`src/rtl/ysyx_040750_if_id_queue.sv`:
```
// ----------------------------------------------------------------------------
// ysyx_040750_if_id_queue
//   FIFO buffer decoupling the IF stage from the ID stage. IF pushes {pc, inst}
//   pairs under a valid/allowin handshake; ID consumes the head entry under its
//   own valid/allowin handshake. A flush (redirect, fence.i) drops everything
//   held.
//
//   Ports:
//     I_sys_clk        clock
//     I_rst            synchronous active-high reset
//     I_IF_valid       IF presents a valid {I_pc, I_inst}
//     I_pc, I_inst     presented PC / instruction word
//     O_IF_ID_allowin  queue can accept an entry this cycle (registered state only)
//     I_ID_allowin     ID takes the head entry this cycle if O_ID_valid
//     O_ID_valid       head entry valid
//     O_pc, O_inst     head entry (stale when empty)
//     I_flush          discard all entries
//     O_count          occupancy
//     O_is_ctrl        head entry is jal/jalr/branch (only with predecode)
//
//   Optional feature macro: YSYX_040750_IFQ_PREDECODE_EN adds a per-entry
//   is_ctrl bit computed from the opcode at push time and the O_is_ctrl port.
// ----------------------------------------------------------------------------
module ysyx_040750_if_id_queue #(
   parameter int DEPTH = 2,
   parameter int PTR_W = $clog2(DEPTH)
) (
   input  logic             I_sys_clk,
   input  logic             I_rst,
   input  logic             I_IF_valid,
   input  logic [31:0]      I_pc,
   input  logic [31:0]      I_inst,
   output logic             O_IF_ID_allowin,
   input  logic             I_ID_allowin,
   output logic             O_ID_valid,
   output logic [31:0]      O_pc,
   output logic [31:0]      O_inst,
   input  logic             I_flush,
`ifdef YSYX_040750_IFQ_PREDECODE_EN
   output logic             O_is_ctrl,
`endif
   output logic [PTR_W:0]   O_count
);

   localparam logic [PTR_W:0]   FULL    = (PTR_W+1)'(DEPTH);
   localparam logic [PTR_W:0]   CNT_ONE = (PTR_W+1)'(1);
   localparam logic [PTR_W-1:0] PTR_ONE = PTR_W'(1);

   logic [PTR_W-1:0] rd_ptr;
   logic [PTR_W-1:0] wr_ptr;
   logic [PTR_W:0]   count;
   logic [31:0]      pc_mem   [DEPTH];
   logic [31:0]      inst_mem [DEPTH];
   logic             push;
   logic             pop;

   // allowin looks only at registered count, so ID's allowin never reaches IF
   // combinationally; a full queue stalls IF even on a same-cycle pop.
   assign O_IF_ID_allowin = (count != FULL);
   assign O_ID_valid      = (count != '0);
   assign O_count         = count;
   assign O_pc            = pc_mem[rd_ptr];
   assign O_inst          = inst_mem[rd_ptr];

   assign push = I_IF_valid && O_IF_ID_allowin && !I_flush;
   assign pop  = O_ID_valid && I_ID_allowin && !I_flush;

   always_ff @(posedge I_sys_clk) begin
      if (I_rst) begin
         rd_ptr <= '0;
         wr_ptr <= '0;
         count  <= '0;
         for (int i = 0; i < DEPTH; i++) begin
            pc_mem[i]   <= '0;
            inst_mem[i] <= '0;
         end
      end else if (I_flush) begin
         // storage is intentionally left untouched; only the bookkeeping resets
         rd_ptr <= '0;
         wr_ptr <= '0;
         count  <= '0;
      end else begin
         if (push) begin
            pc_mem[wr_ptr]   <= I_pc;
            inst_mem[wr_ptr] <= I_inst;
            wr_ptr           <= wr_ptr + PTR_ONE;  // DEPTH is a power of two: wraps naturally
         end
         if (pop)
            rd_ptr <= rd_ptr + PTR_ONE;
         case ({push, pop})
            2'b10:   count <= count + CNT_ONE;
            2'b01:   count <= count - CNT_ONE;
            default: count <= count;
         endcase
      end
   end

`ifdef YSYX_040750_IFQ_PREDECODE_EN
   logic ctrl_mem [DEPTH];
   logic in_is_ctrl;

   // jal, jalr, conditional branch
   assign in_is_ctrl = (I_inst[6:0] == 7'b1101111) ||
                       (I_inst[6:0] == 7'b1100111) ||
                       (I_inst[6:0] == 7'b1100011);
   assign O_is_ctrl  = ctrl_mem[rd_ptr];

   always_ff @(posedge I_sys_clk) begin
      if (I_rst) begin
         for (int i = 0; i < DEPTH; i++)
            ctrl_mem[i] <= 1'b0;
      end else if (push) begin
         ctrl_mem[wr_ptr] <= in_is_ctrl;
      end
   end
`endif

endmodule

```
`config.mk`:
```
export PLATFORM = sky130hd
export DESIGN_NAME = ysyx_040750_if_id_queue
export DESIGN_NICKNAME = d
export VERILOG_FILES = /design/src/rtl/ysyx_040750_if_id_queue.sv
export SDC_FILE = /design/constraint.sdc
export NUM_CORES = 1
export LEC_CHECK = 0
export ABC_AREA = 1
export CELL_PAD_IN_SITES_DETAIL_PLACEMENT = 0
export CELL_PAD_IN_SITES_GLOBAL_PLACEMENT = 1
export CORE_UTILIZATION = 40
export DETAILED_ROUTE_END_ITERATION = 8
export GPL_TIMING_DRIVEN = 0
export HOLD_SLACK_MARGIN = 0.02
export PLACE_DENSITY_LB_ADDON = 0.1
export SYNTH_ARGS = -nofsm -noshare
export SYNTH_HDL_FRONTEND = slang
export SYNTH_SLANG_ARGS = --single-unit
```
`constraint.sdc`:
```
create_clock -name I_sys_clk -period 3.7 [get_ports I_sys_clk]
set_clock_uncertainty 0.05 [all_clocks]
set_input_delay 0.74 -clock I_sys_clk [delete_from_list [all_inputs] [get_ports I_sys_clk]]
set_output_delay 0.74 -clock I_sys_clk [all_outputs]
set_load 0.05 [all_outputs]
```
After elaboration in Yosys (flattened, before gate mapping)
Memory sizes are Yosys's and may differ from the RTL's. A register that Yosys moved wholly into a read port is not among the register bits.
Cells that the tools add are included.

cells by class
  reduce and logical (&&, ||, !) cells = 10
  add/sub/neg operators = 4
  equality and inequality tests = 3
  mux-type cells = 17

operators with widths
  operator                                                                number
  32-bit two-way mux                                                      2
  32-bit OR reduction                                                     2
  1-bit two-way mux                                                       14
  1-bit logical AND                                                       4
  2-bit one-hot mux with 2 select lines                                   1
  2-bit nonzero test                                                      2
  1-bit adder (second input constant)                                     2
  2-bit by 1-bit adder with 2-bit output (second input constant)          1
  2-bit by 1-bit equality test with 1-bit output (second input constant)  1
  2-bit equality test (second input constant)                             1
  2-bit != test (second input constant)                                   1
  2-bit OR reduction                                                      1
  2-bit by 1-bit subtractor with 2-bit output (second input constant)     1
  1-bit logical NOT                                                       1

storage, ports and cells
  word-level logic and storage cells = 39
  input port bits = 69
  bits in registers = 4
  memories kept = 2
  bits in writable memories = 128
  output and inout port bits = 68

memory list
  name      depth  bits a word  read ports  clocked after memory_dff  write ports  RTL line  text
  inst_mem  2      32           1           1                         2            53        logic [31:0] inst_mem [DEPTH];
  pc_mem    2      32           1           1                         2            52        logic [31:0] pc_mem [DEPTH];

Longest topological paths before layout
  depth in word-level cells = 9
  depth in mapped cells = 9
  depth with buffers taken out = 9

Worst setup path before layout
No wires, ideal clock.

  kind = flip-flop to flip-flop
  from = reg count[0], in the netlist O_count[0]
  to = mem inst_mem[0][0] (enable)
  data required time = 3.226 ns
  setup slack = 0.310 ns
  buffers on the path = 2
  library setup time = 0.424 ns
  arrival = 2.916 ns
  period minus slack after synthesis = 3.390 ns
  stages on the path, launching flop included = 7
  cells stage by stage = dfxtp_1 inv_2 nand2_2 nand4_1 buf_4 buf_6 nand2_1

RTL lines
  what                    RTL line  text
  start, declared         51        logic [PTR_W:0] count;
  start signal, assigned  91        2'b10: count <= count + CNT_ONE;
  start signal, assigned  92        2'b01: count <= count - CNT_ONE;
  start signal, assigned  93        default: count <= count;
  end, declared           53

==> out/qor.csv <==
metric,value,unit
routability cong.,0.745,
detailed router's first-iteration violation count,243,
post-synthesis cell count,455,
Max-Cap Viols,0,
routed via count,3900,
wire length of the first global-routing pass,20700,um
Final Non-Filler Cells,809,
final hold violations,0,
crit path launch type,flop,
CTS clock-pin slew for the worst setup and hold paths,0.06,ns
final net count,682,
synth-to-layout area growth,37.3,%
dpl hpwl,8510,um
Cell Rows,44,
Leak,3.25,nW
fmax,313,MHz
Max-slew headroom,0.565,
Synthesized Nets,525,
Inst Count DP,777,
Clock Latency Late Sink,0.41,ns
#FFs+latches synth,133,
CTS root buf,clkbuf_16,
CP dominant cell by count,buf_2,
Post-Syn Area,6050,sq um
Max H-tree Level,4,
largest net degree at the start of global routing,54,
Detailed Routing Iterations Pass 1,8,
"slowest stage delay, CP",0.71,ns
Critical Path RT,2.91,ns
Syn Area/Cell,13.3,sq um
crit end category,primary output,
Die Height,125,um
Resized cells post-CTS,0,
Die X,125,um
number of global-route vias before repair,4039,
Starting Density,0.413,
worst-margin pin slew,0.653,ns
CP cell instances,"buf_2, buf_2, mux2_2, clkdlybuf4s50_1",
HP Class,flop to flop,
IO Pins,137,
kind of critical path,flop to primary output,
Worst Path Arrival,2.41,ns
synth unique cells,25,
number of diodes,0,
min Tclk post-route,3.20,ns
vias per std cell,4.82,
# port buffers,136,
GRT Util Overall,0.178,
pins over their slew limit,0,
DRC,20,
failing checks,design-rule violations,
grt ovf,0,
core footprint,14600,sq um
unrepaired setup endpoints after global routing,false,
Clock Tree Buf Depth,2,
register area share after synthesis,0.652,
share of cells above drive strength 1,0.277,
Fin Setup TNS,0,ns
DRT antenna net count,0,
status,"finished, violations left",
Synthesis Warnings,0,
setup repair bufs after CTS,0,
# hold bufs at CTS,0,
crit-path max FO,10,
Final Setup Violations,0,
antenna violations before repair,0,
die area,15600,sq um
clock sink total,133,
CTS tree,done,
maximum VDD drop,0.252,mV
period utilization,0.864,
"wirelength, routed",13200,um
slowest CP cell,clkdlybuf4s50_1,
P per Cell Area,487,nW/um^2
routed len/inst,16.3,um
total CTS buffers,17,
## cells in the final DEF, fill, tap and decap left out, types with 3 or more instances in the layout
| cell | instances |
|---|---|
| buf_2 | 9 |
| buf_6 | 7 |
| buf_8 | 4 |
| bufinv_16 | 4 |
| clkbuf_1 | 8 |
| clkbuf_16 | 17 |
| clkdlybuf4s50_1 | 136 |
| clkinv_1 | 4 |
| clkinv_2 | 6 |
| dfxtp_1 | 5 |
| edfxtp_1 | 128 |
| inv_1 | 69 |
| mux2_2 | 64 |
| nand2_1 | 9 |
| nor2_1 | 25 |
| nor2_2 | 40 |
| nor2_4 | 9 |
| nor3_1 | 61 |
| nor3_2 | 3 |
## state kept, by name, summed over array words and instances (netlist names), named ones only
signal    flops
pc_mem       64
wr_ptr        1
inst_mem     64
rd_ptr        1
O_count       2
## synth_stat cells (all sizes together)
master    n  area, sq um
nand3     2         15.0
or2       1         6.26
dfxtp     5          100
o21ai     1         5.00
mux2     64          721
buf      21          191
edfxtp  128         3840
nor2     74          445
nand4     2         12.5
a21oi     2         10.0
a21boi    1         18.8
ha        1         12.5
clkbuf    7         26.3
nor3     64          335
inv      70          263
nand2    12         47.6
## final timing paths
check	slack [ns]	to	cells after the start	startpoint
setup / recovery	0.50	O_pc[27]	4	flop
hold / removal	0.49	wr_ptr	2	wr_ptr
setup reg to reg	1.60	pc_mem[0][8]	7	O_count[0]
hold reg to reg	0.49	wr_ptr	2	wr_ptr
## cell families (layout without fill, tap and decap cells)
kind of cell	count (synthesis)	count (layout)	share of synthesized area
muxes	64	64	0.119
AOI/OAI and AO/OA	4	4	0.00558
buffers and inverters	98	268	0.0794
DFF	133	133	0.652
and+or+nand+nor	155	155	0.142
adders and majority gates	1	1	0.00207
## report_power, final
part | leakage (nW) | internal (mW) | switching [mW] | total, mW
sequential | 1.38 | 1.73 | 0.0178 | 1.75
combinational | 1.57 | 0.227 | 0.366 | 0.593
clock | 0.297 | 1.11 | 0.594 | 1.70
## area by class of cell
class,instances,area [sq um]
repair buffers,138,1420
plain buffers,28,218
fillers,1255,6330
clock buffers,18,429
flip-flops and latches,133,3940
clock inverters,14,165
well taps,184,230
multi-input cells,224,1640
inverters,70,263
## metal layers
metal,wire [um],global-route usage
met5,0,0
met4,205,0.0681
met3,572,0.0496
met2,6480,0.293
met1,5940,0.224
## stage by stage
step	setup slack (ns)	hold WS (ns)	cell area, sq um	utilization	total power [mW]
floorplan	0.310	0.415	6050	-	2.14
global placement	-1.26	0.430	7640	0.522	2.37
detailed placement	0.354	0.448	7710	0.527	2.38
CTS	0.450	0.483	8310	0.567	4.08
global route	0.330	0.509	8310	0.567	4.17
finish	0.503	0.489	8310	0.567	4.05
## worst max-delay path: cells and delay by family (launching register included)
kind	cells	cell delay [ns]
buffers and inverters	3	1.30
DFF	1	0.30
muxes	1	0.40
No activity file was read; power rests on OpenSTA's default activity.
